===== config.mk =====
export PLATFORM = sky130hd
export DESIGN_NAME = uart_echo_master_flat
export DESIGN_NICKNAME = d
export VERILOG_FILES = /design/src/rtl/uart_echo_pkg.sv /design/src/rtl/bus_if.sv /design/src/rtl/biu_master.sv /design/src/rtl/uart_echo_buf.sv /design/src/rtl/uart_echo_master.sv /design/src/flat_wrapper.sv
export SDC_FILE = /design/constraint.sdc
export NUM_CORES = 1
export LEC_CHECK = 0
export ABC_AREA = 1
export BUFFER_PORTS_ARGS = -buffer_cell sky130_fd_sc_hd__buf_2
export CORE_ASPECT_RATIO = 0.6
export CORE_MARGIN = 2
export CORE_UTILIZATION = 55
export DETAILED_ROUTE_END_ITERATION = 8
export GPL_TIMING_DRIVEN = 0
export PLACE_DENSITY = 0.79
export RECOVER_POWER = 25
export SLEW_MARGIN = 20
export SYNTH_ARGS = -nofsm -noshare
export SYNTH_HDL_FRONTEND = slang
export SYNTH_SLANG_ARGS = --single-unit

===== constraint.sdc =====
create_clock -name clk -period 2.4 [get_ports clk]
set_input_delay 0.48 -clock clk [delete_from_list [all_inputs] [get_ports clk]]
set_output_delay 0.48 -clock clk [all_outputs]
set_load 0.03 [all_outputs]

===== src/rtl/uart_echo_pkg.sv =====
// Shared types and helpers for the UART echo bus master.
package uart_echo_pkg;

  typedef enum logic [4:0] {
    RXST = 5'b00001,
    RXRD = 5'b00010,
    S7WR = 5'b00100,
    TXST = 5'b01000,
    TXWR = 5'b10000
  } state_t;

  localparam int unsigned UART_DATA_OFS = 0;
  localparam int unsigned UART_STAT_OFS = 8;

  // Never returns zero so a one-entry buffer still gets a real pointer.
  function automatic int unsigned ptr_width(input int unsigned depth);
    return (depth > 1) ? $clog2(depth) : 1;
  endfunction

endpackage


===== src/rtl/bus_if.sv =====
// Shared request/acknowledge system bus; the slave acks each request for one cycle.
interface bus_if #(
  parameter int unsigned ADDR_WIDTH = 32,
  parameter int unsigned DATA_WIDTH = 32
);
  logic                  req;
  logic                  we;
  logic [ADDR_WIDTH-1:0] addr;
  logic [DATA_WIDTH-1:0] wdata;
  logic [DATA_WIDTH-1:0] rdata;
  logic                  ack;

  modport master (output req, output we, output addr, output wdata, input rdata, input ack);
  modport slave  (input req, input we, input addr, input wdata, output rdata, output ack);
endinterface


===== src/rtl/biu_master.sv =====
// Bus interface unit: latches one request, holds it on the bus until acked.
module biu_master #(
  parameter int unsigned ADDR_WIDTH = 32,
  parameter int unsigned DATA_WIDTH = 32
) (
  input  logic                  clk,
  input  logic                  n_rst,
  bus_if.master                 bus,
  input  logic                  en,
  input  logic                  we,
  input  logic [ADDR_WIDTH-1:0] addr,
  input  logic [DATA_WIDTH-1:0] data_out,
  output logic [DATA_WIDTH-1:0] data_in,
  output logic                  data_valid,
  output logic                  busy
);

  logic                  req_q;
  logic                  we_q;
  logic [ADDR_WIDTH-1:0] addr_q;
  logic [DATA_WIDTH-1:0] wdata_q;

  always_ff @(posedge clk or negedge n_rst) begin
    if (!n_rst) begin
      req_q      <= 1'b0;
      we_q       <= 1'b0;
      addr_q     <= '0;
      wdata_q    <= '0;
      data_in    <= '0;
      data_valid <= 1'b0;
    end else begin
      data_valid <= 1'b0;
      if (req_q) begin
        if (bus.ack) begin
          req_q <= 1'b0;
          if (!we_q) begin
            data_valid <= 1'b1;
            data_in    <= bus.rdata;
          end
        end
      end else if (en) begin
        req_q   <= 1'b1;
        we_q    <= we;
        addr_q  <= addr;
        wdata_q <= data_out;
      end
    end
  end

  assign busy      = req_q;
  assign bus.req   = req_q;
  assign bus.we    = we_q;
  assign bus.addr  = addr_q;
  assign bus.wdata = wdata_q;

endmodule


===== src/rtl/uart_echo_buf.sv =====
// Small register FIFO holding received bytes until they are echoed.
module uart_echo_buf
  import uart_echo_pkg::*;
#(
  parameter int unsigned DEPTH = 4,
  parameter int unsigned WIDTH = 8
) (
  input  logic                       clk,
  input  logic                       n_rst,
  input  logic                       push,
  input  logic [WIDTH-1:0]           push_data,
  input  logic                       pop,
  output logic [WIDTH-1:0]           pop_data,
  output logic [ptr_width(DEPTH):0]  count,
  output logic                       full,
  output logic                       empty
);

  localparam int unsigned PW = ptr_width(DEPTH);
  localparam int unsigned CW = PW + 1;

  logic [WIDTH-1:0] mem [DEPTH];
  logic [PW-1:0]    wr_ptr;
  logic [PW-1:0]    rd_ptr;
  logic             do_push;
  logic             do_pop;

  assign full     = (count == CW'(DEPTH));
  assign empty    = (count == '0);
  assign do_push  = push && !full;
  assign do_pop   = pop && !empty;
  assign pop_data = mem[rd_ptr];

  always_ff @(posedge clk) begin
    if (do_push) begin
      mem[wr_ptr] <= push_data;
    end
  end

  always_ff @(posedge clk or negedge n_rst) begin
    if (!n_rst) begin
      wr_ptr <= '0;
      rd_ptr <= '0;
      count  <= '0;
    end else begin
      if (do_push) begin
        wr_ptr <= (wr_ptr == PW'(DEPTH - 1)) ? '0 : wr_ptr + PW'(1);
      end
      if (do_pop) begin
        rd_ptr <= (rd_ptr == PW'(DEPTH - 1)) ? '0 : rd_ptr + PW'(1);
      end
      unique case ({do_push, do_pop})
        2'b10:   count <= count + CW'(1);
        2'b01:   count <= count - CW'(1);
        default: count <= count;
      endcase
    end
  end

endmodule


===== src/rtl/uart_echo_master.sv =====
// Drains UART RX bursts into a buffer, shows history on seg7, echoes bytes to TX.
// Define UART_ECHO_UPCASE_EN to fold lower-case ASCII to upper case on capture.
module uart_echo_master
  import uart_echo_pkg::*;
#(
  parameter int unsigned           ADDR_WIDTH    = 32,
  parameter int unsigned           DATA_WIDTH    = 32,
  parameter int unsigned           DATA_BITS     = 8,
  parameter int unsigned           BUF_DEPTH     = 4,
  parameter logic [ADDR_WIDTH-1:0] UART_BASE     = 32'hc0000000,
  parameter logic [ADDR_WIDTH-1:0] SEG7_BASE     = 32'hc0001000,
  parameter int unsigned           STAT_RXFE_BIT = 0,
  parameter int unsigned           STAT_TXFF_BIT = 1
) (
  input  logic        clk,
  input  logic        n_rst,
  bus_if.master       bus,
  output logic        o_busy,
  output logic [15:0] o_echo_count,
  output logic        o_overrun
);

  localparam int unsigned CW = ptr_width(BUF_DEPTH) + 1;
  localparam logic [ADDR_WIDTH-1:0] UART_DATA = UART_BASE + ADDR_WIDTH'(UART_DATA_OFS);
  localparam logic [ADDR_WIDTH-1:0] UART_STAT = UART_BASE + ADDR_WIDTH'(UART_STAT_OFS);

  state_t state_q, state_d;

  logic                  biu_en;
  logic                  biu_we;
  logic [ADDR_WIDTH-1:0] biu_addr;
  logic [DATA_WIDTH-1:0] biu_wdata;
  logic [DATA_WIDTH-1:0] biu_rdata;
  logic                  biu_valid;
  logic                  biu_busy;

  logic                  req_pending;
  logic                  rd_done;
  logic                  set_overrun;
  logic                  push;
  logic                  pop;
  logic [DATA_BITS-1:0]  rx_byte;
  logic [DATA_BITS-1:0]  push_byte;
  logic [DATA_BITS-1:0]  pop_byte;
  logic [CW-1:0]         count;
  logic                  full;
  logic                  empty;
  logic [DATA_WIDTH-1:0] history;
  logic                  unused_rdata;

  biu_master #(
    .ADDR_WIDTH (ADDR_WIDTH),
    .DATA_WIDTH (DATA_WIDTH)
  ) u_biu (
    .clk        (clk),
    .n_rst      (n_rst),
    .bus        (bus),
    .en         (biu_en),
    .we         (biu_we),
    .addr       (biu_addr),
    .data_out   (biu_wdata),
    .data_in    (biu_rdata),
    .data_valid (biu_valid),
    .busy       (biu_busy)
  );

  uart_echo_buf #(
    .DEPTH (BUF_DEPTH),
    .WIDTH (DATA_BITS)
  ) u_buf (
    .clk       (clk),
    .n_rst     (n_rst),
    .push      (push),
    .push_data (push_byte),
    .pop       (pop),
    .pop_data  (pop_byte),
    .count     (count),
    .full      (full),
    .empty     (empty)
  );

  // Every state owns exactly one transaction, so a request is always wanted.
  assign biu_en       = !biu_busy && !req_pending;
  assign rd_done      = biu_valid && req_pending;
  assign rx_byte      = biu_rdata[DATA_BITS-1:0];
  assign unused_rdata = ^biu_rdata;
  assign o_busy       = (state_q != RXST) || !empty;

`ifdef UART_ECHO_UPCASE_EN
  always_comb begin
    push_byte = rx_byte;
    if (rx_byte >= DATA_BITS'(8'h61) && rx_byte <= DATA_BITS'(8'h7a)) begin
      push_byte[5] = 1'b0;
    end
  end
`else
  assign push_byte = rx_byte;
`endif

  always_comb begin
    state_d     = state_q;
    biu_we      = 1'b0;
    biu_addr    = UART_STAT;
    biu_wdata   = '0;
    push        = 1'b0;
    pop         = 1'b0;
    set_overrun = 1'b0;
    unique case (state_q)
      RXST: begin
        if (rd_done) begin
          if (!biu_rdata[STAT_RXFE_BIT]) begin
            if (!full) begin
              state_d = RXRD;
            end else begin
              set_overrun = 1'b1;
              state_d     = S7WR;
            end
          end else if (!empty) begin
            state_d = S7WR;
          end
        end
      end
      RXRD: begin
        biu_addr = UART_DATA;
        if (rd_done) begin
          push    = 1'b1;
          state_d = RXST;
        end
      end
      S7WR: begin
        biu_we    = 1'b1;
        biu_addr  = SEG7_BASE;
        biu_wdata = history;
        if (biu_en) begin
          state_d = TXST;
        end
      end
      TXST: begin
        if (rd_done && !biu_rdata[STAT_TXFF_BIT]) begin
          state_d = TXWR;
        end
      end
      TXWR: begin
        biu_we    = 1'b1;
        biu_addr  = UART_DATA;
        biu_wdata = DATA_WIDTH'(pop_byte);
        if (biu_en) begin
          pop     = 1'b1;
          state_d = (count == CW'(1)) ? RXST : TXST;
        end
      end
      default: state_d = RXST;
    endcase
  end

  always_ff @(posedge clk or negedge n_rst) begin
    if (!n_rst) begin
      state_q      <= RXST;
      req_pending  <= 1'b0;
      history      <= '0;
      o_echo_count <= '0;
      o_overrun    <= 1'b0;
    end else begin
      state_q <= state_d;
      if (biu_en && !biu_we) begin
        req_pending <= 1'b1;
      end else if (biu_valid) begin
        req_pending <= 1'b0;
      end
      if (push) begin
        history <= (history << DATA_BITS) | DATA_WIDTH'(push_byte);
      end
      if (pop) begin
        o_echo_count <= o_echo_count + 16'd1;
      end
      if (set_overrun) begin
        o_overrun <= 1'b1;
      end
    end
  end

endmodule


===== src/flat_wrapper.sv =====
// flat-port wrapper written by rule: the top's interface ports become plain ports
module uart_echo_master_flat import uart_echo_pkg::*;
#(
  parameter int unsigned           ADDR_WIDTH    = 32,
  parameter int unsigned           DATA_WIDTH    = 32,
  parameter int unsigned           DATA_BITS     = 8,
  parameter int unsigned           BUF_DEPTH     = 4,
  parameter logic [ADDR_WIDTH-1:0] UART_BASE     = 32'hc0000000,
  parameter logic [ADDR_WIDTH-1:0] SEG7_BASE     = 32'hc0001000,
  parameter int unsigned           STAT_RXFE_BIT = 0,
  parameter int unsigned           STAT_TXFF_BIT = 1
)
  (clk, n_rst, o_busy, o_echo_count, o_overrun, bus_req, bus_we, bus_addr, bus_wdata, bus_rdata, bus_ack);
  bus_if #(.ADDR_WIDTH(ADDR_WIDTH), .DATA_WIDTH(DATA_WIDTH)) bus_i ();
  input  logic clk;
  input  logic n_rst;
  output logic o_busy;
  output logic [15:0] o_echo_count;
  output logic o_overrun;
  output wire logic [$bits(bus_i.req)-1:0] bus_req;
  output wire logic [$bits(bus_i.we)-1:0] bus_we;
  output wire logic [$bits(bus_i.addr)-1:0] bus_addr;
  output wire logic [$bits(bus_i.wdata)-1:0] bus_wdata;
  input wire logic [$bits(bus_i.rdata)-1:0] bus_rdata;
  input wire logic [$bits(bus_i.ack)-1:0] bus_ack;
  assign bus_req = bus_i.req;
  assign bus_we = bus_i.we;
  assign bus_addr = bus_i.addr;
  assign bus_wdata = bus_i.wdata;
  assign bus_i.rdata = bus_rdata;
  assign bus_i.ack = bus_ack;
  uart_echo_master #(.ADDR_WIDTH(ADDR_WIDTH), .DATA_WIDTH(DATA_WIDTH), .DATA_BITS(DATA_BITS), .BUF_DEPTH(BUF_DEPTH), .UART_BASE(UART_BASE), .SEG7_BASE(SEG7_BASE), .STAT_RXFE_BIT(STAT_RXFE_BIT), .STAT_TXFF_BIT(STAT_TXFF_BIT)) u_core (.clk(clk), .n_rst(n_rst), .bus(bus_i), .o_busy(o_busy), .o_echo_count(o_echo_count), .o_overrun(o_overrun));
endmodule

==> flow_metrics.py, run 1 <==
metrics = {
    "logic_synthesis": {
        "ys_ff_latch": 140,
        "synthSimpleGateAreaFrac_pct": 18.5,
        "synth_top_area_share_pct": 43.0,
        "netlist_area_mm2": 0.00622,
        "synth_ff_type": "dfrtp_1",
        "synth_fa_ha_area_share_pct": 2.21,
        "synth_edf_count": 32,
        "synth-seq-area-share_pct": 58.9,
        "synthTopCellsByCount": "153 x nand2_1, 107 x dfrtp_1, 68 x inv_1",
        "synth_area_leaders": "dfrtp_1 43%, edfxtp_1 15%, nand2_1 9.2%, o21ai_0 4.3%, inv_1 4.1%",
        "muxShareOfSynthArea_pct": 0,
        "ys_async_sr_fraction_pct": 77.1,
        "yosysMostFrequentCell": "nand2_1",
        "synth_cell_types": 37,
        "synth_top_family_by_area": "simple AND/OR/NAND/NOR gates",
        "synth_compound_area_share_pct": 8.79,
        "yosys_warnings": 0,
        "synthCells": 635,
        "synth_xor_area_share_pct": 1.83,
        "syn_avg_cell_area_um2": 9.80,
        "synth_area_leader_cell": "dfrtp_1",
    },
    "worst_hold_path": {
        "min_path_type": "input port to flip-flop",
    },
    "timing": {
        "setup_viol": 0,
        "tightest_slew_ns": 1.12,
        "fmax_mhz": 436,
        "maxSlewHeadroom_pct": 25.4,
        "rsz0062_at_grt": "no",
        "hold_viol": 0,
        "timing.final.ws_setup_ns": 0.105,
        "setup_tns_ns": 0,
        "fin_crit_ns": 2.30,
        "finClkSkew_ns": 0.0123,
        "final_max_slew_viol_count": 0,
        "fin_crit_sh_pct": 95.6,
    },
    "cells_and_area": {
        "finalNetCount": 795,
        "drive_gt1_share_pct": 21.6,
        "syn_to_final_growth_pct": 20.1,
        "antenna_cells": 0,
        "fin_area_mm2": 0.00747,
    },
    "routing": {
        "wl_um": 14600,
        "vias": 4817,
        "route.detailed.drc": 0,
        "wl_per_cell_um": 16.2,
        "drt_first_iter_violations": 494,
        "drtAntennaViolNets": 0,
        "drt-pass1-iter-count": 5,
        "viasPerCell": 5.32,
    },
    "global_routing": {
        "grt_max_degree": 66,
        "grt_overflow_total": 0,
        "grt_pass1_vias": 4747,
        "grtUsageMet1_pct": 34.8,
        "antenna_found_initial": 0,
        "use_met3_pct": 6.69,
        "grt.busiest_layer": "met2",
        "track_usage_pct": 25.3,
        "use_met2_pct": 40.3,
        "grt_pass1_wl_um": 23500,
    },
    "floorplan": {
        "start_util_pct": 55.8,
        "pin_count": 119,
        "coreArea_mm2": 0.0111,
        "die_h_um": 86.4,
        "die_w_um": 141,
        "die-area_mm2": 0.0122,
        "num_rows": 30,
    },
    "power": {
        "p_per_area_mw_per_mm2": 970,
        "power_leakage_nw": 3.61,
        "ir_drop_mv": 0.635,
    },
    "worst_setup_path": {
        "cp_data_arrival_time_ns": 1.82,
        "crit_fanout": 4,
        "critPathRequiredTime_ns": 1.92,
        "cp-end-kind": "output pin",
        "startpoint_type": "flip-flop",
        "critPathKind": "flip-flop to output pin",
    },
    "place": {
        "dp_hpwl_um": 9970,
        "placed_area_mm2": 0.00687,
        "portBuffers": 66,
        "gp_congestion": 0.847,
        "post-place-ws_ns": 0.143,
    },
    "cts": {
        "cts_buffers": 17,
        "clk_latency_ns": 0.42,
        "path_clk_slew_ns": 0.06,
        "cts_tree": "yes",
        "cts-root-buf": "clkbuf_16",
        "clock-sinks": 140,
        "htree_num_levels": 4,
        "clockBufferDepth": 2,
    },
    "status": {
        "status": "completed",
    },
    "run": {
        "maxCapViolations": 0,
    },
}
==> sequential cells by signal, summed over array words and instances, names as in the netlist, 2 cells and up <==
signal	cells
u_core.u_buf.count	3
u_core.o_echo_count	16
u_core.u_buf.mem	32
u_core.u_biu.bus.addr	3
u_core.state_q	5
u_core.u_buf.wr_ptr	2
u_core.u_buf.rd_ptr	2
u_core.history	32
u_core.u_biu.data_in	8
u_core.u_biu.bus.wdata	32
==> kinds of logic after synthesis <==
| family | count (synthesis) |
|---|---|
| AO/OA/AOI/OAI | 100 |
| adder cells (fa/ha/maj) | 11 |
| other | 1 |
| buffers and inverters | 118 |
| AND/OR/NAND/NOR | 252 |
| flip-flops | 140 |
| XOR/XNOR | 13 |
==> final cells by class <==
cell class / instances / area (um2)
fill: 836 / 3670
sequential: 140 / 3660
multi-input combinational: 404 / 2060
clock buffer: 18 / 429
timing repair buffer: 68 / 352
buffer: 47 / 335
inverter: 71 / 267
clock inverter: 13 / 190
tap: 144 / 180
==> worst max-delay path, cell delays in order (launching register included) <==
cell and delay, ns:
dfstp_2 0.59, inv_1 0.05, nor2_1 0.17, nand3_1 0.19, inv_1 0.12, nand3_1 0.08, buf_2 0.19
==> per-layer routing <==
metal  up-vias  wire length [um]  part of all wire (%)
li1       2230                 -                     -
met1      2367              6510                    44
met3        14              1080                   7.4
met5         -                 0                     0
met2       206              6910                    47
met4         0               144                  0.98
==> through the flow <==
step	total power [mW]	std cells	util, %	hold WS (ns)
2_1_floorplan	4.03	662	-	0.184
3_3_place_gp	4.38	872	61.3	0.455
3_5_place_dp	4.47	873	61.6	0.434
4_1_cts	7.26	905	67.3	0.258
5_1_grt	7.54	905	67.0	0.269
6_report	7.25	905	67.0	0.262
==> power by group <==
group	total [mW]	internal, mW	switching (mW)
Sequential	3.04	2.75	0.293
Clock	2.78	1.74	1.04
Combinational	1.43	0.429	0.999
Total	7.25	4.92	2.33
==> path summary, 6_finish.rpt <==
| path | start | end | slack (ns) | cells after the start |
|---|---|---|---|---|
| min in group asynchronous | n_rst | u_core.history[24] | 0.81 | 2 |
| max in group asynchronous | n_rst | u_core.u_biu.data_in[7] | 0.44 | 3 |
| min | bus_rdata[3] | u_core.u_biu.data_in[3] | 0.26 | 3 |
| min reg2reg | u_core.u_biu.bus.wdata[27] | u_core.u_biu.bus.wdata[27] | 0.48 | 2 |
| max reg2reg | u_core.state_q[3] | u_core.u_buf.mem[3][6] | 0.15 | 5 |
| max | u_core.state_q[0] | o_busy | 0.10 | 6 |
==> layout by cell type, fill, tap and decap left out, drive strengths merged <==
cell type,count
o21ai,80
o211ai,7
clkbuf,22
nand4,11
dfstp,1
nand3b,1
o22ai,6
a22o,1
nor2,49
ha,11
conb,28
dlygate4sd3,1
xnor2,8
nand3,30
a31o,1
xor2,5
edfxtp,32
clkinv,6
a21oi,5
dfrtp,107
or2,1
buf,110
nand2,155
nor3,5
inv,74
bufinv,4
==> repair_timing <==
action / 4_1_cts / 5_1_grt
hold endpoints to repair: 10 / 0
buffers inserted: 0 / 0
hold buffers: 1 / 0
gates resized for setup: 0 / 0
(Power assumes the default switching activity.)
==> run 2, diff against run 1 <==
--- a/config.mk
+++ b/config.mk
@@ -5,15 +5,16 @@
 export SDC_FILE = /design/constraint.sdc
 export NUM_CORES = 1
 export LEC_CHECK = 0
-export ABC_AREA = 1
+export ABC_AREA = 0
 export BUFFER_PORTS_ARGS = -buffer_cell sky130_fd_sc_hd__buf_2
 export CORE_ASPECT_RATIO = 0.6
 export CORE_MARGIN = 2
-export CORE_UTILIZATION = 55
+export CORE_UTILIZATION = 59
 export DETAILED_ROUTE_END_ITERATION = 8
 export GPL_TIMING_DRIVEN = 0
-export PLACE_DENSITY = 0.79
+export PLACE_DENSITY = 0.85
 export RECOVER_POWER = 25
+export SETUP_SLACK_MARGIN = 0.4
 export SLEW_MARGIN = 20
 export SYNTH_ARGS = -nofsm -noshare
 export SYNTH_HDL_FRONTEND = slang
==> constraint.sdc (replaced) <==
create_clock -name clk -period 2.8 [get_ports clk]
set_input_delay 0.56 -clock clk [delete_from_list [all_inputs] [get_ports clk]]
set_output_delay 0.56 -clock clk [all_outputs]
set_load 0.03 [all_outputs]
==> run 2 against run 1 <==
Compared with the run above:
- the run now ends with max-capacitance violations, max-slew violations left
- global-route usage grew 0.74 points
- sequential power fell by 7.2%
- largest power group unchanged
- register-to-register slack improved by 0.29 ns
- routed wire length fell by 8.1%
- worst setup slack gained 0.29 ns
- critical path depth shrank 2
- via count fell by 13%
==> flow_metrics.py, run 2 <==
metrics = {
    "logic_synthesis": {
        "ys_async_sr_fraction_pct": 77.1,
        "yosysMostFrequentCell": "dfrtp_1",
        "synth-seq-area-share_pct": 61.0,
        "synth_area_leader_cell": "dfrtp_1",
        "netlist_area_mm2": 0.00600,
        "syn_avg_cell_area_um2": 12.4,
        "synth_edf_count": 32,
        "synthTopCellsByCount": "107 x dfrtp_1, 84 x nand2_1, 37 x mux2_2",
        "synthCells": 483,
        "synth_cell_types": 45,
        "synth_top_area_share_pct": 44.6,
        "ys_ff_latch": 140,
        "synth_area_leaders": "dfrtp_1 45%, edfxtp_1 16%, mux2_2 6.9%, nand2_1 5.3%, buf_4 3.6%",
        "synth_ff_type": "dfrtp_1",
        "yosys_warnings": 0,
    },
    "power": {
        "clkPwrFrac_pct": 34.6,
        "p_per_area_mw_per_mm2": 924,
        "power_leakage_nw": 3.66,
        "comb_power_share_pct": 23.7,
        "power.switching_mw": 2.22,
        "switching_share_pct": 32.9,
        "internal-power_mw": 4.53,
        "finalPower_mw": 6.75,
        "power_frac_seq_pct": 41.7,
        "ir_drop_mv": 0.655,
    },
    "floorplan": {
        "die-area_mm2": 0.0110,
        "die_h_um": 82.1,
        "num_rows": 28,
        "start_util_pct": 60.8,
        "die_w_um": 134,
        "coreArea_mm2": 0.00988,
        "pin_count": 119,
    },
    "cells_and_area": {
        "drive_gt1_share_pct": 32.0,
        "finish.utilization_pct": 74.0,
        "antenna_cells": 0,
        "syn_to_final_growth_pct": 21.7,
        "finalNetCount": 648,
        "final_common_cell": "dfrtp_1",
        "final_cell_mix": "107 x dfrtp_1, 84 x nand2_1, 65 x buf_2",
        "fin_area_mm2": 0.00731,
        "final-instance-count-excl-fill": 750,
    },
    "worst_setup_path": {
        "max_stage_delay_ns": 0.42,
        "worstPathCellList": "or3_1 -> buf_6 -> or3_4 -> buf_6",
        "critPathKind": "flip-flop to output pin",
        "critical_path.slowest_cell": "dfrtp_1",
        "cp-end-kind": "output pin",
        "crit_fanout": 4,
        "cp_data_arrival_time_ns": 1.84,
        "crit_top_cell": "buf_6",
        "path_buf_inv": 2,
        "startpoint_type": "flip-flop",
        "critPathRequiredTime_ns": 2.24,
        "path_delay_family": "simple AND/OR/NAND/NOR gates",
    },
    "timing": {
        "maxSlewHeadroom_pct": -26.0,
        "setup_viol": 0,
        "hold_viol": 0,
        "fin_crit_ns": 2.40,
        "tightest_slew_ns": 1.89,
        "final_max_slew_viol_count": 31,
        "fmax_mhz": 416,
        "finClkSkew_ns": 0.0175,
        "whs_ns": 0.329,
        "rsz0062_at_grt": "yes",
        "timing.final.ws_setup_ns": 0.396,
        "setup_tns_ns": 0,
        "fin_crit_sh_pct": 85.9,
    },
    "cts": {
        "cts_tree": "yes",
        "clock-sinks": 140,
        "cts-root-buf": "clkbuf_16",
        "htree_num_levels": 4,
        "path_clk_slew_ns": 0.06,
        "clk_latency_ns": 0.42,
        "cts_buffers": 17,
        "clockBufferDepth": 2,
    },
    "status": {
        "status": "finished with violations",
        "violations": "max-capacitance violations, max-slew violations",
    },
    "global_routing": {
        "grt_pass1_vias": 4047,
        "antenna_found_initial": 0,
        "track_usage_pct": 26.0,
        "grt_pass1_wl_um": 21200,
        "grt_max_degree": 79,
        "grt_overflow_total": 0,
    },
    "place": {
        "gp_congestion": 0.890,
        "portBuffers": 66,
        "placed_area_mm2": 0.00664,
        "placedCellCount": 712,
        "dp_hpwl_um": 9230,
        "post-place-ws_ns": 0.133,
    },
    "routing": {
        "wl_um": 13500,
        "viasPerCell": 5.56,
        "drtAntennaViolNets": 0,
        "drt-pass1-iter-count": 5,
        "drt_first_iter_violations": 345,
        "vias": 4170,
        "wl_per_cell_um": 17.9,
        "route.detailed.drc": 0,
    },
    "run": {
        "maxCapViolations": 1,
    },
    "worst_hold_path": {
        "min_path_type": "input port to flip-flop",
    },
}
-- run 2: cell types whose count changed after synthesis, moves of 7 or more --
cell,previous run,this run
a221oi_1,0,8
o21ai_1,27,0
mux2_2,0,37
inv_1,68,8
xnor2_1,8,15
buf_2,10,1
and3_1,0,10
nand2_1,153,84
nor2_1,41,28
clkbuf_1,3,12
o21ai_0,53,6
mux4_2,0,8
-- run 2: what timing repair did --
action	4_1_cts	5_1_grt
hold buffers	0	0
gates resized for setup	3	4
pin swaps	2	1
setup endpoints to repair	34	21
buffers inserted	6	0
-- run 2: routing by layer --
| layer | track usage (%) | vias up | part of all wire [%] |
|---|---|---|---|
| li1 | - | 1865 | - |
| met1 | 36.6 | 2092 | 44 |
| met2 | 40.2 | 194 | 47 |
| met3 | 7.33 | 19 | 7.2 |
| met4 | 8.53 | 0 | 1.2 |
| met5 | 0 | - | 0 |
-- run 2: cell families after synthesis --
| logic type | after synthesis | share of synthesized area [%] |
|---|---|---|
| adder cells (fa/ha/maj) | 11 | 2.29 |
| XOR/XNOR | 19 | 2.77 |
| buffers and inverters | 57 | 5.90 |
| AO/OA/AOI/OAI | 22 | 2.67 |
| multiplexers | 49 | 10.8 |
| other | 1 | 0.0625 |
| AND/OR/NAND/NOR | 184 | 14.5 |
| flip-flops | 140 | 61.0 |
-- run 2: worst min-delay path, delay by kind of cell --
family	cells	cell delay, ns
buffers and inverters	1	0.07
and+or+nand+nor	2	0.08
-- run 2: power groups by stage --
stage               Sequential, mW  Combinational [mW]  Clock, mW
finish                        2.82                1.60       2.33
floorplan                     2.89               0.950          0
CTS                           2.81                1.59       2.36
detailed placement            2.84                1.52          0
global route                  2.86                1.75       2.45
global placement              2.81                1.45          0
-- run 2: path summary, 6_finish.rpt --
check / startpoint / endpoint / slack [ns] / depth (start not counted)
worst max-delay path: u_core.state_q[2] / o_busy / 0.40 / 4
worst min-delay path: bus_rdata[7] / u_core.u_biu.data_in[7] / 0.33 / 3
worst min register to register: u_core.o_overrun / u_core.o_overrun / 0.46 / 1
max in group asynchronous: n_rst / u_core.history[24] / 1.02 / 2
min in group asynchronous: n_rst / u_core.u_biu.data_in[2] / 0.66 / 1
worst max register to register: u_core.state_q[2] / u_core.u_buf.count[2] / 0.44 / 9
-- run 2: area by class of cell --
| type | instances | area (um2) |
|---|---|---|
| Buffer | 48 | 322 |
| Clock buffer | 19 | 454 |
| Clock inverter | 13 | 160 |
| Fill cell | 649 | 2570 |
| Inverter | 9 | 33.8 |
| Multi-Input combinational cell | 313 | 2100 |
| Sequential cell | 140 | 3660 |
| Tap cell | 135 | 169 |
| Timing Repair Buffer | 73 | 408 |
==> run 3, diff against run 2 <==
--- a/config.mk
+++ b/config.mk
@@ -6,13 +6,13 @@
 export NUM_CORES = 1
 export LEC_CHECK = 0
 export ABC_AREA = 0
-export BUFFER_PORTS_ARGS = -buffer_cell sky130_fd_sc_hd__buf_2
-export CORE_ASPECT_RATIO = 0.6
+export CORE_ASPECT_RATIO = 0.75
 export CORE_MARGIN = 2
-export CORE_UTILIZATION = 59
+export CORE_UTILIZATION = 64
 export DETAILED_ROUTE_END_ITERATION = 8
+export DONT_BUFFER_PORTS = 1
 export GPL_TIMING_DRIVEN = 0
-export PLACE_DENSITY = 0.85
+export PLACE_DENSITY = 0.8
 export RECOVER_POWER = 25
 export SETUP_SLACK_MARGIN = 0.4
 export SLEW_MARGIN = 20
==> run 3 against run 2 <==
Compared with the run above:
- the run ends with negative hold slack left
- global-route usage up 0.13 points
- fmax up 2.5%
- largest power group unchanged
- register-to-register slack better by 0.10 ns
- hold slack worse by 0.49 ns
- clock-buffer cell count unchanged
- combinational power down 21%
==> flow_metrics.py, run 3 (synthesized netlist as in run 2, its figures left out) <==
metrics = {
    "status": {
        "status": "finished with violations",
        "violations": "negative hold slack",
    },
    "power": {
        "p_per_area_mw_per_mm2": 935,
        "clkPwrFrac_pct": 34.2,
        "comb_power_share_pct": 19.5,
        "internal-power_mw": 4.31,
        "power_frac_seq_pct": 46.3,
        "ir_drop_mv": 0.649,
        "power.switching_mw": 2.14,
        "power_leakage_nw": 3.30,
        "switching_share_pct": 33.2,
    },
    "cts": {
        "clk_latency_ns": 0.42,
        "cts_buffers": 17,
        "clock-sinks": 140,
        "path_clk_slew_ns": 0.06,
        "clockBufferDepth": 2,
        "cts_tree": "yes",
        "htree_num_levels": 4,
        "cts-root-buf": "clkbuf_16",
    },
    "routing": {
        "wl_um": 12500,
        "viasPerCell": 5.62,
        "drt_first_iter_violations": 284,
        "drtAntennaViolNets": 0,
        "drt-pass1-iter-count": 6,
        "vias": 3793,
        "route.detailed.drc": 0,
        "wl_per_cell_um": 18.5,
    },
    "timing": {
        "finClkSkew_ns": 0.00681,
        "rsz0062_at_grt": "no",
        "setup_viol": 0,
        "setup_tns_ns": 0,
        "tightest_slew_ns": 0.930,
        "maxSlewHeadroom_pct": 37.7,
        "fin_crit_sh_pct": 83.7,
        "fin_crit_ns": 2.34,
        "whs_ns": -0.164,
        "hold_viol": 107,
        "fmax_mhz": 426,
        "final_max_slew_viol_count": 0,
    },
    "cells_and_area": {
        "fin_area_mm2": 0.00690,
        "n_fill_cell": 589,
        "finish.utilization_pct": 75.9,
        "final-instance-count-excl-fill": 675,
        "antenna_cells": 0,
        "syn_to_final_growth_pct": 14.8,
        "finalNetCount": 580,
        "final_cell_mix": "107 x dfrtp_1, 84 x nand2_1, 37 x mux2_2",
        "drive_gt1_share_pct": 23.6,
        "final_common_cell": "dfrtp_1",
    },
    "floorplan": {
        "die_h_um": 87.9,
        "num_rows": 30,
        "coreArea_mm2": 0.00908,
        "die-area_mm2": 0.0102,
        "start_util_pct": 66.1,
        "die_w_um": 116,
        "pin_count": 119,
    },
    "worst_setup_path": {
        "critPathKind": "flip-flop to output pin",
        "startpoint_type": "flip-flop",
        "max_stage_delay_ns": 0.43,
        "critPathRequiredTime_ns": 2.24,
        "crit_fanout": 7,
        "cp_data_arrival_time_ns": 1.78,
        "worstPathCellList": "or3_1 -> buf_6 -> or3_4",
        "cp-end-kind": "output pin",
        "critical_path.slowest_cell": "or3_4",
    },
    "worst_hold_path": {
        "min_path_type": "input port to asynchronous set/reset pin",
    },
    "place": {
        "dp_hpwl_um": 8260,
        "placedCellCount": 638,
        "portBuffers": 0,
        "gp_congestion": 0.780,
        "placed_area_mm2": 0.00627,
    },
    "global_routing": {
        "grt_pass1_wl_um": 19500,
        "track_usage_pct": 26.2,
        "antenna_found_initial": 0,
        "grt_max_degree": 109,
        "grt_pass1_vias": 3741,
        "grt_overflow_total": 0,
    },
    "run": {
        "maxCapViolations": 0,
    },
}
-- run 3: metal layers --
| metal | vias to the layer above | share of wire (%) | global-route usage (%) |
|---|---|---|---|
| met1 | 1901 | 44 | 36.5 |
| met5 | - | 0 | 0 |
| met3 | 19 | 7.4 | 8.10 |
| met2 | 143 | 47 | 39.3 |
| met4 | 0 | 1.5 | 9.96 |
| li1 | 1730 | - | - |
-- run 3: worst paths after layout --
path / endpoint / slack [ns] / depth (start not counted) / from
hold reg to reg: u_core.u_buf.count[2] / 0.50 / 1 / u_core.u_buf.count[2]
hold / removal: u_core.history[3] / -0.16 / 0 / n_rst
setup reg to reg: u_core.u_biu.bus.wdata[12] / 0.54 / 4 / u_core.u_biu.bus.req
setup / recovery: o_busy / 0.46 / 3 / u_core.state_q[3]
max in group asynchronous: u_core.state_q[0] / 2.73 / 0 / n_rst
min in group clk: u_core.u_biu.bus.req / 0.24 / 1 / bus_ack
-- run 3: power by group through the flow --
stage	Clock, mW	Sequential, mW	Combinational (mW)
CTS	2.23	2.98	1.24
finish	2.20	2.99	1.26
floorplan	0	2.89	0.950
global route	2.33	3.04	1.38
global placement	0	3.00	1.17
detailed placement	0	3.01	1.21
-- run 3: area by class of cell --
cell class	count	area, um2	share of cell area (%)
well taps	128	160	2.32
repair buffers	5	37.5	0.544
multi-input cells	313	2090	30.3
clock inverters	13	141	2.05
inverters	9	33.8	0.490
flip-flops and latches	140	3660	53.1
plain buffers	48	323	4.68
clock buffers	19	443	6.42
-- run 3: critical path: cells and delay by family, from the launching register on --
| family | cells | cell delay [ns] |
|---|---|---|
| flip-flops | 1 | 0.41 |
| AND/OR/NAND/NOR | 2 | 0.82 |
| buffers and inverters | 1 | 0.15 |
-- run 3: per-stage QoR --
step           setup WS, ns  total power [mW]
2_1_floorplan         0.608              3.84
3_3_place_gp          0.194              4.17
3_5_place_dp          0.128              4.22
4_1_cts               0.425              6.45
5_1_grt               0.418              6.74
6_report              0.455              6.45
-- run 3: what timing repair did --
action | 4_1_cts | 5_1_grt
setup buffers | 2 | 3
endpoints found under the hold margin | 108 | 107
setup endpoints to repair | 37 | 3
resized for setup | 2 | 2
pin swaps | 1 | 1
